`src/rtl/nw_pkg.sv`:
```
// Shared Needleman-Wunsch definitions: direction codes, controller state
// encoding and the index width used by both the fill and traceback counters.
package nw_pkg;

    localparam logic [1:0] DIR_DIAG = 2'b00;
    localparam logic [1:0] DIR_UP   = 2'b01;
    localparam logic [1:0] DIR_LEFT = 2'b10;
    localparam logic [1:0] DIR_RSVD = 2'b11;

    typedef enum logic [2:0] {
        ST_IDLE   = 3'd0,
        ST_ISSUE  = 3'd1,
        ST_WAIT   = 3'd2,
        ST_DECIDE = 3'd3,
        ST_EMIT   = 3'd4,
        ST_DONE   = 3'd5
    } tb_state_e;

    localparam int NW_N = 128;

    // One spare bit so an index can hold N itself without wrapping.
    function automatic int idx_w(input int n);
        return $clog2(n) + 1;
    endfunction

    localparam int IDX_W = idx_w(NW_N);

endpackage

```
`src/rtl/tb_move_decoder.sv`:
```
// Maps the current cell and the returned direction code to the move taken.
// Edge cells force the only legal move; a reserved code degrades to DIAG.
module tb_move_decoder
    import nw_pkg::*;
#(
    parameter int IW = IDX_W
) (
    input  logic [IW-1:0] i,
    input  logic [IW-1:0] j,
    input  logic [1:0]    rd_data,
    output logic [1:0]    move,
    output logic          err_hit
);

    always_comb begin
        move    = rd_data;
        err_hit = 1'b0;
        if (i == '0) begin
            move = DIR_LEFT;
        end else if (j == '0) begin
            move = DIR_UP;
        end else if (rd_data == DIR_RSVD) begin
            move    = DIR_DIAG;
            err_hit = 1'b1;
        end
    end

endmodule

```
`src/rtl/traceback_read_counter.sv`:
```
// Walks the stored direction matrix from (N-1,N-1) back to (0,0), reading
// one direction code per step and handing each move to the alignment builder.
//
//   state     | meaning
//   ST_IDLE   | waiting for start
//   ST_ISSUE  | latch read address, strobe rd_en next cycle
//   ST_WAIT   | count down the direction-RAM read latency
//   ST_DECIDE | rd_data valid; register move and raise step_valid
//   ST_EMIT   | hold the step until accepted, then move (i,j)
//   ST_DONE   | (0,0) reached; one-cycle end_traceback pulse
module traceback_read_counter
    import nw_pkg::*;
#(
    parameter  int N      = 128,
    parameter  int RD_LAT = 1,
    localparam int AW     = $clog2(N*N),
    localparam int IW     = idx_w(N)
) (
    input  logic          clk,
    input  logic          rst,
    input  logic          start,
    output logic          rd_en,
    output logic [AW-1:0] rd_addr,
    input  logic [1:0]    rd_data,
    output logic [IW-1:0] i,
    output logic [IW-1:0] j,
    output logic          step_valid,
    input  logic          step_ready,
    output logic [1:0]    step_move,
    output logic          busy,
    output logic          end_traceback,
    output logic          err
);

    tb_state_e     state, state_nxt;
    logic [1:0]    lat_cnt;
    logic [1:0]    dec_move;
    logic          dec_err;
    logic [IW-1:0] i_nxt, j_nxt;
    logic          last_step;

    tb_move_decoder #(.IW(IW)) u_dec (
        .i       (i),
        .j       (j),
        .rd_data (rd_data),
        .move    (dec_move),
        .err_hit (dec_err)
    );

    // Only meaningful in EMIT, where the boundary forcing keeps these from wrapping.
    assign i_nxt     = (step_move != DIR_LEFT) ? i - IW'(1) : i;
    assign j_nxt     = (step_move != DIR_UP)   ? j - IW'(1) : j;
    assign last_step = (i_nxt == '0) && (j_nxt == '0);
    assign rd_addr   = AW'(32'(i) * 32'(N) + 32'(j));

    always_ff @(posedge clk or negedge rst) begin
        if (!rst) state <= ST_IDLE;
        else      state <= state_nxt;
    end

    always_comb begin
        state_nxt     = state;
        busy          = (state != ST_IDLE);
        end_traceback = (state == ST_DONE);
        case (state)
            ST_IDLE:   if (start) state_nxt = ST_ISSUE;
            ST_ISSUE:  state_nxt = ST_WAIT;
            ST_WAIT:   if (lat_cnt == 2'd0) state_nxt = ST_DECIDE;
            ST_DECIDE: state_nxt = ST_EMIT;
            ST_EMIT:   if (step_ready) state_nxt = last_step ? ST_DONE : ST_ISSUE;
            ST_DONE:   state_nxt = ST_IDLE;
            default:   state_nxt = ST_IDLE;
        endcase
    end

    always_ff @(posedge clk or negedge rst) begin
        if (!rst) begin
            i          <= IW'(N-1);
            j          <= IW'(N-1);
            rd_en      <= 1'b0;
            lat_cnt    <= 2'd0;
            step_valid <= 1'b0;
            step_move  <= DIR_DIAG;
            err        <= 1'b0;
        end else begin
            rd_en <= (state == ST_ISSUE);
            case (state)
                ST_IDLE: begin
                    if (start) begin
                        i   <= IW'(N-1);
                        j   <= IW'(N-1);
                        err <= 1'b0;
                    end
                end
                ST_ISSUE: lat_cnt <= 2'(RD_LAT-1);
                ST_WAIT: begin
                    if (lat_cnt != 2'd0) lat_cnt <= lat_cnt - 2'd1;
                end
                ST_DECIDE: begin
                    step_move  <= dec_move;
                    step_valid <= 1'b1;
                    if (dec_err) err <= 1'b1;
                end
                ST_EMIT: begin
                    if (step_ready) begin
                        i          <= i_nxt;
                        j          <= j_nxt;
                        step_valid <= 1'b0;
                    end
                end
                default: ;
            endcase
        end
    end

endmodule
```
`config.mk`:
```
export PLATFORM = sky130hd
export DESIGN_NAME = traceback_read_counter
export DESIGN_NICKNAME = d
export VERILOG_FILES = /design/src/rtl/nw_pkg.sv /design/src/rtl/tb_move_decoder.sv /design/src/rtl/traceback_read_counter.sv
export SDC_FILE = /design/constraint.sdc
export NUM_CORES = 1
export LEC_CHECK = 0
export ABC_AREA = 1
export CAP_MARGIN = 15
export CELL_PAD_IN_SITES_DETAIL_PLACEMENT = 0
export CELL_PAD_IN_SITES_GLOBAL_PLACEMENT = 2
export CORE_MARGIN = 1.5
export CORE_UTILIZATION = 27
export CTS_CLUSTER_SIZE = 8
export DETAILED_ROUTE_END_ITERATION = 6
export GPL_ROUTABILITY_DRIVEN = 0
export PLACE_DENSITY = 0.86
export SLEW_MARGIN = 0
export SYNTH_ARGS = -nofsm -noshare
export SYNTH_HDL_FRONTEND = slang
export SYNTH_SLANG_ARGS = --single-unit
```
`constraint.sdc`:
```
create_clock -name clk -period 2.2 [get_ports clk]
set_input_delay 0.44 -clock clk [delete_from_list [all_inputs] [get_ports clk]]
set_output_delay 0.44 -clock clk [all_outputs]
set_load 0.03 [all_outputs]
```
==> impl.org, run 1 <==
** Drt
- Routed wire length :: approximately 4600 um
- WL per Instance :: 12.71 um
- After detailed routing, the number of remaining DRC violations is 0.
- Final ANT Viol Nets :: 0
- Dividing the detail-routed via count by the number of cells gives around 4.6.
- The final route contains 1,661 vias.
- Violation count after the first detailed-routing iteration :: 64
- Before antenna repair, the detailed router went through 4 iterations.

** Placement
- Timing analysis after detailed placement gives a worst setup slack of 0.1185 ns.
- The wire-length estimate of the detail-placed layout is 3509 um.
- Number of buffer cells added on primary ports :: 42

** Clocking
- Register clock-pin slew on the reported worst setup and hold paths :: 0.10 ns
- Clock latency of the later-clocked register in the worst-skew pair :: around 0.28 ns
- Setup repair bufs after CTS :: 0
- Number of hold-repair buffers added at the cts stage :: 0
- Clock Path Buffers :: 2
- Root Buffer Master :: clkbuf_8
- Number of levels in the clock H-tree :: 1
- The number of clock buffers added by TritonCTS is 3.
- For this design, the sink count on the clock tree is 26.
- TritonCTS built the clock tree.

** Synthesis
- Flip-flop and latch count after synthesis :: 26
- Primary FF master, synth :: dfstp_2
- In the synthesized netlist, the cells that appear most often are nand2_1 (50), inv_1 (43), nor2_1 (28).
- Counting flops with an async set or reset pin after synthesis yields a share of 100.0%.
- Area contributors post-synth :: dfstp_2 (21%), dfrtp_1 (17%), nand2_1 (11%), inv_1 (9.0%), nor2_1 (5.9%)
- After synthesis, flip-flops and latches occupy 37.42% of the total area.
- Top cell type by total area after synthesis :: dfstp_2
- In this run, synthesis inferred 0 flip-flops with an integrated enable.
- Number of nets in the synthesized netlist :: 259
- The Yosys step of the flow raised 0 warnings.
- The netlist uses 32 different library cells.
- Post-synthesis area per instance :: between 7 and 8 um^2
- Count leader, synth :: nand2_1
- The cell count after synthesis came out at approximately 250.
- The top cell type by area accounts for 20.60% of the synthesized area.
- After synthesis the cells add up to approximately 1800 um^2.

** Timing
- Setup violations remaining at the end of the flow were counted as 0.
- The final critical path takes up 99.04% of the cycle.
- Final Hold Fails :: 0
- Max-slew violation count :: 0
- In this run the tightest slew margin relative to its limit is 74.44%.
- Worst Max-Slew Pin Slew :: 0.3804 ns
- Final period demand of the worst path :: 2.179 ns
- Total negative setup slack :: 0 ns
- Final Skew :: 0.007021 ns
- Setup repair after global routing could not meet its margin everywhere.
- Highest clock rate :: 0.4590 GHz
- The worst path meets setup with 0.02120 ns of slack.

** Floorplanning
- The floorplan step set the die height to 84.32 um.
- Row cnt :: 29
- Starting utilization of the core area :: 27.96%
- Core Area :: 6386 um^2
- The die is 84.32 um wide.
- In this run the count of I/O pins placed on the die edge is 43.
- Total Die Area :: 7110 um^2

** Outcome
- Outcome :: complete, no violations

** Setup path
- Nature of the critical path endpoint :: primary output
- Arrival time reported for the critical path endpoint :: 1.74 ns
- STA classifies the critical path startpoint as a register.
- CP max stage delay :: about 0.6 ns
- Data required time at the worst endpoint :: 1.76 ns
- The number of buffers and inverters on the critical path is 1.
- CP dominant cell by count :: ha_4
- Crit Path Class :: register to primary output
- For this design, the slowest cell found on the critical path is dfstp_2.
- Worst Path Max Fanout :: 4
- Cell-by-cell listing of the critical path :: ha_4 > ha_4 > nand2_4 > nor3_4 > xor2_1 > buf_4
- Broken down by cell family, the worst path's largest delay share belongs to flip-flops.

** Global route
- Wire length of the first global-routing pass :: 7396 um
- Global routing used 13.10% of the available tracks.
- Number of global-route vias before repair :: around 1,500
- Antenna violations before repair :: 0
- For this run the aggregate overflow at the end of global routing stands at 0.
- Pin count of the biggest net entering global routing :: 27

** Final layout
- The filler cells instantiated in the layout total about 690.
- Cells with a size suffix above 1 make up 17.48% of the layout.
- Finished Core Util :: about 37%
- Number of diodes added for antenna fixing :: 0
- The net count of the finished layout is 298.
- Compared with the post-synthesis result, the final layout area differs by 31.32%.

** Power and ir drop
- Summed over all cells, the static leakage comes to between 0.001 and 0.0015 uW.
- Power comes to approximately 3200 uW.
- IR drop worst, VDD :: 0.0007573 V
- Power per cell area :: 1369 nW/um^2

** Job
- Maxcap violations :: 0

** Hold path
- Type of the most critical hold path :: register to register
[sequential cells by signal, indices dropped and copies added, names as in the netlist]
signal and flops:
err 1, i 8, j 8, lat_cnt 2
rd_en 1, state 3, step_move 2, step_valid 1
[kinds of logic (layout without fill, tap and decap cells)]
| family | Yosys count | in the layout | synth area share, % |
|---|---|---|---|
| simple gates | 120 | 120 | 30.62 |
| buf+inv | 60 | 98 | 14.79 |
| compound gates | 32 | 32 | 10.79 |
| flops | 26 | 26 | 37.42 |
| fa+ha+maj | 5 | 5 | 3.504 |
| xor+xnor | 5 | 5 | 2.873 |
[stage by stage]
step | instance area (um^2) | instances | hold slack, ns
2_1_floorplan | 1785 | 248 | 0.1444
3_3_place_gp | 2232 | 359 | 0.4675
3_5_place_dp | 2232 | 359 | 0.4764
4_1_cts | 2311 | 363 | 0.5057
5_1_grt | 2345 | 363 | 0.5474
6_report | 2345 | 363 | 0.4968
[worst register-to-register path, cell delays in order, from the launching register on]
cell and delay (ns):
dfstp_2 0.59, inv_1 0.13, ha_1 0.26, nand2_1 0.07, nand2_1 0.04, a21oi_1 0.18, nand2_1 0.08, nor2_1 0.13
nand3_1 0.08, nor2_1 0.09, nand2_1 0.10, a21oi_2 0.12
[cells in the final DEF, fill, tap and decap left out, types with 2 or more instances in the layout]
| cell type | synthesis | routed |
|---|---|---|
| inv_2 | 6 | 6 |
| dlygate4sd2_1 | 0 | 2 |
| dfstp_2 | 14 | 14 |
| a21oi_1 | 4 | 4 |
| clkdlybuf4s50_1 | 0 | 35 |
| ha_1 | 5 | 3 |
| inv_1 | 43 | 43 |
| ha_4 | 0 | 2 |
| buf_4 | 8 | 8 |
| o21ai_0 | 9 | 8 |
| dfrtp_1 | 12 | 12 |
| o21ai_1 | 2 | 3 |
| nand2_4 | 1 | 2 |
| nand3_1 | 18 | 18 |
| clkbuf_8 | 0 | 3 |
| nor2_1 | 28 | 28 |
| nand2_1 | 50 | 49 |
| nor3_1 | 5 | 4 |
| xor2_1 | 4 | 4 |
| nand4_1 | 7 | 7 |
| a22oi_1 | 3 | 3 |
| nor2_2 | 6 | 6 |
| o22ai_1 | 10 | 10 |
[routing by layer]
layer  track usage (%)  up-vias  share of wire, %
met2             21.96       23                49
met1             17.42      774                47
met3             2.655        4               2.7
met4             2.981        0               1.3
met5                 0        -                 0
li1                  -      860                 -
[timing repair]
action                     CTS  global route
gates resized for setup      5             5
setup endpoints to repair    3             2
pin swaps                    0             3
[area by class of cell]
type                       instances  area (um^2)  share of cell area [%]
multi-input combinational        162        897.1                   38.26
sequential                        26        668.1                   28.50
inverter                          49        183.9                   7.844
timing repair buffer              45        427.9                   18.25
clock buffer                       3        41.29                   1.761
clock inverter                     1        30.03                   1.281
tap                               77        96.34                   4.109
[power breakdown]
| part | internal, uW | total (uW) | switching [uW] |
|---|---|---|---|
| Sequential | 689 | 919 | 229 |
| Clock | 244 | 413 | 169 |
| Combinational | 691 | 1880 | 1190 |
| Total | 1620 | 3210 | 1590 |
[final timing paths]
path                             from          end  slack, ns  depth (start not counted)
max reg2reg                      i[0]     state[2]       0.25                         11
min                        step_valid   step_valid       0.50                          2
min reg2reg                step_valid   step_valid       0.50                          2
max                              i[0]  rd_addr[13]       0.02                          6
max in group asynchronous         rst         i[0]       1.36                          2
min in group asynchronous         rst         i[7]       0.53                          2
No activity file was read; power rests on OpenSTA's default activity.
==> run 2: changes to the inputs <==
--- a/config.mk
+++ b/config.mk
@@ -15,6 +15,7 @@
 export DETAILED_ROUTE_END_ITERATION = 6
 export GPL_ROUTABILITY_DRIVEN = 0
 export PLACE_DENSITY = 0.86
+export SETUP_SLACK_MARGIN = 0.1
 export SLEW_MARGIN = 0
 export SYNTH_ARGS = -nofsm -noshare
 export SYNTH_HDL_FRONTEND = slang
==> run 2 against run 1 <==
Combinational power rose by 5%. Sequential cell count did not move. Register-to-register slack barely moved. Sequential share of layout area fell by 0.40 points. Highest routed layer unchanged.
==> impl.org, run 2 (synthesized netlist as in run 1, its figures left out) <==
** Hold path
- The tightest min-delay check is of the register to register type.

** Setup path
- The most critical setup path has its startpoint at i[0].
- Internal reg-to-reg setup slack :: between 0.2 and 0.3 ns
- Crit Reg-Reg Startpoint :: i[0]
- The critical path ends at rd_addr[13].
- Worst R2R Path Depth :: 12
- The critical path in this run is classified as register to primary output.
- Data required time at the worst endpoint :: 1.76 ns
- Nature of the critical path endpoint :: primary output
- For the worst setup path, the data arrival time is 1.65 ns.
- Endpoint of the lowest-slack register-to-register path :: state[2]
- CP startpoint kind :: register
- Worst Path Max Fanout :: 2

** Power and ir drop
- In this run the power density over the cells is around 1300 nW/um^2.
- The analysis attributes to cell leakage a power of roughly 0.0011 uW.
- IR drop worst, VDD :: 0.0005465 V
- Total Power Consumption :: 3185 uW

** Final layout
- Share of layout cells above drive strength 1 :: between 15 and 20%
- After filler insertion, the fill cell instance count of the layout stands at slightly below 700.
- The number of antenna diodes in the final layout is 0.
- Area delta synth->final :: 33.22%
- The finished cells cover 2379 um^2.
- Post-Layout Cell Count :: 367
- Most frequent cells in the layout :: nand2_1 (49), inv_1 (43), clkdlybuf4s50_1 (31), nor2_1 (27), nand3_1 (18)
- Largest registers :: i: 8 flops, j: 8 flops, state: 3 flops
- Leading cell type in the layout, fill and taps excluded :: nand2_1
- In the final design database the tool counted 302 nets.

** Timing
- Total negative setup slack :: 0 ns
- Highest clock rate :: 0.4779 GHz
- On the final layout, the worst clock skew is between 0.005 and 0.006 ns.
- Worst Hold Slack :: 0.5007 ns
- Setup repair after global routing could not meet its margin everywhere.
- In this run the tightest slew margin relative to its limit is 75.16%.
- Final period demand of the worst path :: approximately 2.1 ns
- Part of the cycle the worst path needs :: a little over nine tenths
- The final hold violation count is 0.
- Worst Max-Slew Pin Slew :: roughly 0.37 ns
- Final count of negative-setup-slack endpoints :: 0
- The max-slew violation count was 0.

** Drt
- DR pass1 iterations :: 4
- Total number of vias :: 1,656
- The final layout contains routed wiring with a total length of 4668 um.
- The detail route stage leaves a number of antenna-violating nets equal to 0.
- Detailed-route DRC error count :: 0
- In this run, the number of DRC markers left after iteration 0 of detailed routing was 108.
- WL per Instance :: 12.72 um
- In the routed layout, each cell is associated on average with a via count of 4.512.

** Clocking
- After clock tree synthesis, the flow added hold-fix buffers numbering 0.
- For the worst-skew pair, the clock arrives at the later sink with an insertion delay of 0.28 ns.
- Register clock-pin slew on the reported worst setup and hold paths :: 0.10 ns
- Root Buffer Master :: clkbuf_8
- The clock net in this run drives a total of 26 sinks.
- The clock passes through at most 2 buffers.
- Number of buffers created by CTS :: 3
- Clock tree from TritonCTS :: done
- CTS built an H-tree with a depth of 1.

** Job
- Maxcap violations :: 0

** Floorplanning
- Row generation in the floorplan step produced 29 rows.
- Die Ht :: 84.32 um
- Core Area :: 6386 um^2
- Starting utilization of the core area :: roughly 28%
- In this run the count of I/O pins placed on the die edge is 43.
- Total Die Area :: 7110 um^2
- From left edge to right edge, the die measures 84.32 um.

** Placement
- Post-Place Cells :: about 360
- Number of buffer cells added on primary ports :: 42
- Area after DPL :: ~2200 um^2
- Detail Placement HPWL :: about 3400 um

** Global route
- The initial antenna violation count was 0.
- The via count of the first global-routing pass came to ~1,500.
- Wire length of the first global-routing pass :: 7872 um
- Entering global routing, the biggest net connects 27 pins.
- For this run the aggregate overflow at the end of global routing stands at 0.
- Global routing used 13.84% of the available tracks across all layers.

** Outcome
- Outcome :: complete, no violations
-- run 2: metal layers --
layer	vias to the layer above	track usage [%]	wire length (um)
met3	2	2.163	174
met5	-	0	0
li1	872	-	-
met2	32	22.25	2195
met4	0	3.726	30
met1	750	19.39	2268
-- run 2: layout make-up --
cell class	count	area (um^2)	share of cell area, %
Multi-Input combinational cell	162	910.9	38.30
Sequential cell	26	668.1	28.09
Timing Repair Buffer	49	464.2	19.52
Inverter	49	183.9	7.733
Tap cell	77	96.34	4.051
Clock buffer	4	55.05	2.315
-- run 2: timing repair --
item,CTS,global route
gates cloned,0,0
gates resized for setup,12,4
setup endpoints to repair,7,5
buffers inserted,1,4
pin swaps,2,3
endpoints found under the hold margin,0,0
-- run 2: worst min-delay path by stage --
stage                           from    endpoint  slack, ns  depth (start not counted)
after floorplan                  rst         err       0.14                          0
after global placement    lat_cnt[1]  lat_cnt[1]       0.47                          2
after detailed placement  step_valid  step_valid       0.47                          2
after CTS                 lat_cnt[0]  lat_cnt[0]       0.50                          1
after global routing      step_valid  step_valid       0.54                          2
final                     lat_cnt[0]  lat_cnt[0]       0.50                          1
-- run 2: worst max-delay path: stages, from the launching register on --
cell and delay [ns]:
dfstp_2 0.57, ha_4 0.16, ha_4 0.14, nand2_4 0.05, nor3_4 0.15, xor2_2 0.16
buf_6 0.14
-- run 2: power by group --
group	switching, uW	internal (uW)
sequential	200	688
clock	168	160
combinational	1240	729
total	1610	1580
-- run 2: per-stage QoR --
stage                     utilization (%)  setup slack, ns
after detailed placement            35.03           0.1645
final                               37.25           0.1075
after global placement              35.03           0.1863
after CTS                           36.56         0.002743
after floorplan                         -           0.1492
after global routing                37.25          0.03097
==> variant 1, RTL diff (settings of run 1) <==
Re-encode `tb_state_e` (6 states) as one-hot, 6 bits wide.
--- a/src/rtl/nw_pkg.sv
+++ b/src/rtl/nw_pkg.sv
@@ -7,13 +7,13 @@
     localparam logic [1:0] DIR_LEFT = 2'b10;
     localparam logic [1:0] DIR_RSVD = 2'b11;
 
-    typedef enum logic [2:0] {
-        ST_IDLE   = 3'd0,
-        ST_ISSUE  = 3'd1,
-        ST_WAIT   = 3'd2,
-        ST_DECIDE = 3'd3,
-        ST_EMIT   = 3'd4,
-        ST_DONE   = 3'd5
+    typedef enum logic [5:0] {
+        ST_IDLE   = 6'b000001,
+        ST_ISSUE  = 6'b000010,
+        ST_WAIT   = 6'b000100,
+        ST_DECIDE = 6'b001000,
+        ST_EMIT   = 6'b010000,
+        ST_DONE   = 6'b100000
     } tb_state_e;
 
     localparam int NW_N = 128;
Formal check against the unedited RTL: no difference found for any inputs over 10 cycles, from zero or initial values and one cycle with rst low; not proved beyond that.
==> variant 1 against run 1 <==
Count of clock-buffer cells in the layout grew 4; design area increased by 6.1%; maximum frequency grew 0.91%; synthesized cell count grew 4.8%; die area is 5.3% higher; synthesized area increased by 5.5%; wire length up 5.4%; highest routed layer unchanged; first-iteration DRC count increased by 13%; non-clock buffer count up 4; sequential cell count rose by 3; worst setup slack better by 0.020 ns; power grew 2.8%.
==> variant 1: results (changes against run 1) <==
| Metric | Value |
|---|---|
| Status | `completed` |
| TritonCTS buffer count | `5 (+2)` |
| Biggest registers after layout | `i x8, j x8, state x6` |
| Layout cell share with drive strength beyond 1 | `17.32% (-0.16 points)` |
| Largest net degree at the start of global routing | `30 (+11%)` |
| Final HPWL DP | `3689 microns (+5.1%)` |
| Fraction of area in registers | `29.93% (+1.4 points)` |
| Worst-path maximum fanout | `2 (-2)` |
| Worst-path clk slew | `0.07 ns (-0.03 ns)` |
| GRT Overall Usage | `13.99% (+0.90 points)` |
| Max VDD drop | `0.0005034 V (-34%)` |
| Final net count | `316 (+6.0%)` |
| Antenna violations before repair | `0 (unchanged)` |
| Synth-to-layout area growth | `32.09%` |
| Routing usage on met1 | `19.51% (+2.1 points)` |
| Synthesized area | `0.001883 sq mm (+5.5%)` |
| Post-CTS sizing | `7 (+2)` |
| Drt total wl | `4863 microns (+5.4%)` |
| FFs & Latches | `29 (+12%)` |
| Mapped Nets | `271 (+4.6%)` |
| DRT met1 WL | `2310 microns (+6.7%)` |
| Vias in the first global route | `1688 (+12%)` |
| Placed instance count | `378 (+5.3%)` |
| Least-Margin Pin Slew | `0.4383 ns (+0.05781 ns)` |
| #MultiIn Comb | `176 (+8.6%)` |
| Syn Inst Count | `260 (+4.8%)` |
| Top cells by area, synth | `dfstp_2, dfrtp_1, nand2_1, inv_1, nor2_1` |
| Post-synthesis cell type count | `28 (-13%)` |
| Met3 routed WL | `200 microns (+63%)` |
| WHS | `0.5268 ns (+0.03001 ns)` |
| Non-Filler Instances | `386 (+6.3%)` |
| First DRT Iteration DRCs | `72 (+13%)` |
| Comb pwr | `1.87 mW` |
| First-pass GRT wire length | `8162 microns (+10%)` |
| Static leakage | `1.174 nW (+9.3%)` |
| Post-synthesis sequential area ratio | `39.53% (+2.1 points)` |
| Buffers, non-clock | `49 (+8.9%)` |
| Placed cell areas | `0.002376 sq mm (+6.4%)` |
| Net Sw Frac | `47.09% (-2.3 points)` |
| Non-clock buffer share | `18.91% (+0.66 points)` |
| CP arrival | `1.72 ns (-0.02 ns)` |
| Postcts setup bufs | `0 (unchanged)` |
| Worst path max stage delay | `0.54 ns (-0.05 ns)` |
| Dpl ws | `0.07681 ns (-0.04167 ns)` |
| Area of the multi-input gates | `905.9 sq um (+0.98%)` |
| Routed wl met2 | `2319 microns (+2.3%)` |
| Total power draw | `3.301 mW (+2.8%)` |
| Seq pwr | `935 uW (+2%)` |
| Clkbuf count | `7 (+4)` |
| CP delay by family, top | `flip-flops` |
| Invs w/o clock | `44 (-10%)` |
| Clk cell area share | `4.074% (+1.0 points)` |
| M2 GR Usage | `22.51% (+0.55 points)` |
| Fill count | `755 (+10%)` |
| H-tree depth | `2 (+1)` |
| Grt met3 use | `2.476% (-0.18 points)` |
| Synth cell count leaders | `nand2_1, inv_1, nor2_1` |
-- variant 1: worst paths after layout --
check | start | to | slack, ns | cells after the start
worst max register to register | i[0]$_DFFE_PN1P_ | state[1]$_DFFE_PN0P_ | 0.23 | 13
worst max-delay path | i[0]$_DFFE_PN1P_ | rd_addr[13] | 0.04 | 6
min in group asynchronous | rst | state[4]$_DFFE_PN0P_ | 0.55 | 2
worst min-delay path | j[6]$_DFFE_PN1P_ | j[6]$_DFFE_PN1P_ | 0.53 | 2
max in group asynchronous | rst | i[1]$_DFFE_PN1P_ | 1.33 | 2
worst min register to register | j[6]$_DFFE_PN1P_ | j[6]$_DFFE_PN1P_ | 0.53 | 2
-- variant 1: kinds of logic (layout without fill, tap and decap cells) --
logic type / after synthesis / after routing / synth area share [%]
buf+inv: 55 / 101 / 13.29
xor+xnor: 5 / 5 / 2.325
flops: 29 / 29 / 39.54
fa+ha+maj: 5 / 5 / 3.322
compound gates: 37 / 37 / 10.70
simple gates: 129 / 129 / 30.83
==> variant 2, RTL diff (settings of run 1) <==
Made on the original files. Change the parameter `N` from 128 to 64.
--- a/src/rtl/traceback_read_counter.sv
+++ b/src/rtl/traceback_read_counter.sv
@@ -11,7 +11,7 @@
 module traceback_read_counter
     import nw_pkg::*;
 #(
-    parameter  int N      = 128,
+    parameter  int N      = 64,
     parameter  int RD_LAT = 1,
     localparam int AW     = $clog2(N*N),
     localparam int IW     = idx_w(N)
Interface: changed (resized i, j and rd_addr); port bits go from 43 to 39. No check against the original RTL was run, so the function may have changed too.
==> variant 2 against run 1 <==
Register-to-register slack better by 0.20 ns; synthesized area down 9.2%; combinational power down 37%; worst hold slack worse by 0.018 ns; first-iteration DRC count down 41%; sequential cell count down 2; wire length down 15%; synthesized cell count down 10%; clock power down 21%; worst setup slack better by 0.053 ns; count of clock-buffer cells in the layout up 1; design area down 11%; core utilization down 1.0 points; power down 31%; largest power group unchanged.
==> variant 2: results (changes against run 1) <==
| Metric | Value |
|---|---|
| Fill count | `633 (-7.7%)` |
| Biggest registers after layout | `i x7, j x7, state x3` |
| Clock Path Buffers | `2 (unchanged)` |
| WHS | `0.4790 ns (-0.01789 ns)` |
| First DRT Iteration DRCs | `38 (-41%)` |
| Final net count | `272 (-8.7%)` |
| Static leakage | `1.023 nW (-4.8%)` |
| Top cells by area, synth | `dfstp_2, dfrtp_1, nand2_1, inv_1, nor2_1` |
| FFs w/ async S/R, synth | `100.0% (unchanged)` |
| Worst-path maximum fanout | `4 (unchanged)` |
| Post-Synth XOR/XNOR Area | `2.701% (-0.17 points)` |
| Synth cell count leaders | `nand2_1, inv_1, nor2_1` |
| Worst path max stage delay | `0.60 ns` |
| Area share of fa/ha/maj cells after synthesis | `5.401% (+1.9 points)` |
| Clk_skew | `0.008512 ns (+0.001491 ns)` |
| Post-synthesis sequential area ratio | `37.96% (+0.54 points)` |
| Antenna violations before repair | `0 (unchanged)` |
| Pre-antenna DRT Iters | `4 (unchanged)` |
| Postcts setup bufs | `0 (unchanged)` |
| Post-synthesis mux area share | `0% (unchanged)` |
| Detailed-route vias per instance | `4.390 (-4.1%)` |
| Max VDD drop | `0.0004397 V (-42%)` |
| TritonCTS buffer count | `3 (unchanged)` |
| Post-synthesis cell type count | `27 (-16%)` |
| Layout cell share with drive strength beyond 1 | `14.34% (-3.1 points)` |
| Largest net degree at the start of global routing | `25 (-7.4%)` |
| Placed cell areas | `0.002026 sq mm (-9.2%)` |
| Count of input and output buffers | `38 (-9.5%)` |
| Vias in the first global route | `1353 (-10%)` |
| Hold/Removal Path Class | `reg -> reg` |
| Status | `completed` |
| Ant diodes | `0 (unchanged)` |
| CP delay by family, top | `buffers and inverters` |
| Rel. slew slack | `72.02% (-2.4 points)` |
| Compound-Gate Fraction of Synth Area | `10.11% (-0.68 points)` |
| First-pass GRT wire length | `6534 microns (-12%)` |
| Mapped Nets | `236 (-8.9%)` |
| Drt total wl | `3922 microns (-15%)` |
| Clk_lat worst skew | `0.28 ns (about the same)` |
| GRT Overall Usage | `13.27% (+0.17 points)` |
| Worst-path clk slew | `0.10 ns (about the same)` |
| Final HPWL DP | `2998 microns (-15%)` |
| Slowest CP cell | `clkdlybuf4s50_1` |
| H-tree depth | `1 (unchanged)` |
| Yosys warns | `0 (unchanged)` |
| R2R Setup Slk | `0.45 ns (+0.20 ns)` |
variant 2: worst paths after layout:
path / from / end / cells past startpoint
min in group asynchronous: rst / i[6]$_DFFE_PN0P_ / 2
setup / recovery: i[0]$_DFFE_PN1P_ / rd_addr[6] / 2
hold reg to reg: state[1]$_DFFE_PN0P_ / rd_en$_DFF_PN0_ / 1
setup reg to reg: i[0]$_DFFE_PN1P_ / state[2]$_DFFE_PN0P_ / 10
max in group asynchronous: rst / j[0]$_DFFE_PN1P_ / 2
hold / removal: state[1]$_DFFE_PN0P_ / rd_en$_DFF_PN0_ / 1
variant 2: metal layers:
| layer | vias to the layer above | wire length (microns) | global-route usage (%) | part of all wire [%] |
|---|---|---|---|---|
| met5 | - | 0 | 0 | 0 |
| met4 | 0 | 63 | 4.655 | 1.6 |
| met3 | 5 | 141 | 1.818 | 3.6 |
| met2 | 28 | 1841 | 21.26 | 47 |
| met1 | 656 | 1875 | 18.11 | 48 |
| li1 | 773 | - | - | - |
variant 2: per-stage QoR:
step | utilization (%) | setup WS (ns) | cells
finish | 35.71 | 0.07377 | 333
global route | 35.71 | 0.01383 | 333
CTS | 35.54 | 0.01875 | 333
detailed placement | 34.62 | 0.1871 | 329
global placement | 34.62 | 0.2003 | 329
floorplan | - | 0.1427 | 223
variant 2: cell type report:
cell class | instances | area (sq um) | area share (%)
Inverter | 41 | 156.4 | 7.485
Sequential cell | 24 | 615.6 | 29.46
Multi-Input combinational cell | 150 | 787.0 | 37.66
Timing Repair Buffer | 39 | 381.6 | 18.26
Tap cell | 75 | 93.84 | 4.491
Clock buffer | 4 | 55.05 | 2.635
variant 2: report_power, final:
part | internal (mW) | leakage (nW) | switching, mW
Combinational | 0.407 | 0.714 | 0.773
Clock | 0.161 | 0.0288 | 0.166
Sequential | 0.589 | 0.280 | 0.112
Total | 1.16 | 1.02 | 1.05
variant 2: cell families (layout without fill, tap and decap cells):
| group | count (synthesis) | after routing |
|---|---|---|
| simple gates | 110 | 110 |
| buf+inv | 49 | 84 |
| compound gates | 28 | 28 |
| flops | 24 | 24 |
| fa+ha+maj | 7 | 7 |
| xor+xnor | 5 | 5 |
variant 2: worst reg2reg max path: cells and delay by family (launching register included):
kind | cells | cell delay (ns)
and+or+nand+nor | 6 | 0.53
adders and majority gates | 1 | 0.30
AOI/OAI and AO/OA | 1 | 0.13
buffers and inverters | 2 | 0.16
DFF | 1 | 0.57
variant 2: timing repair:
action | 4_1_cts | 5_1_grt
pin swaps | 0 | 0
resized for setup | 1 | 3
endpoints found under the hold margin | 0 | 0
setup endpoints to repair | 1 | 3
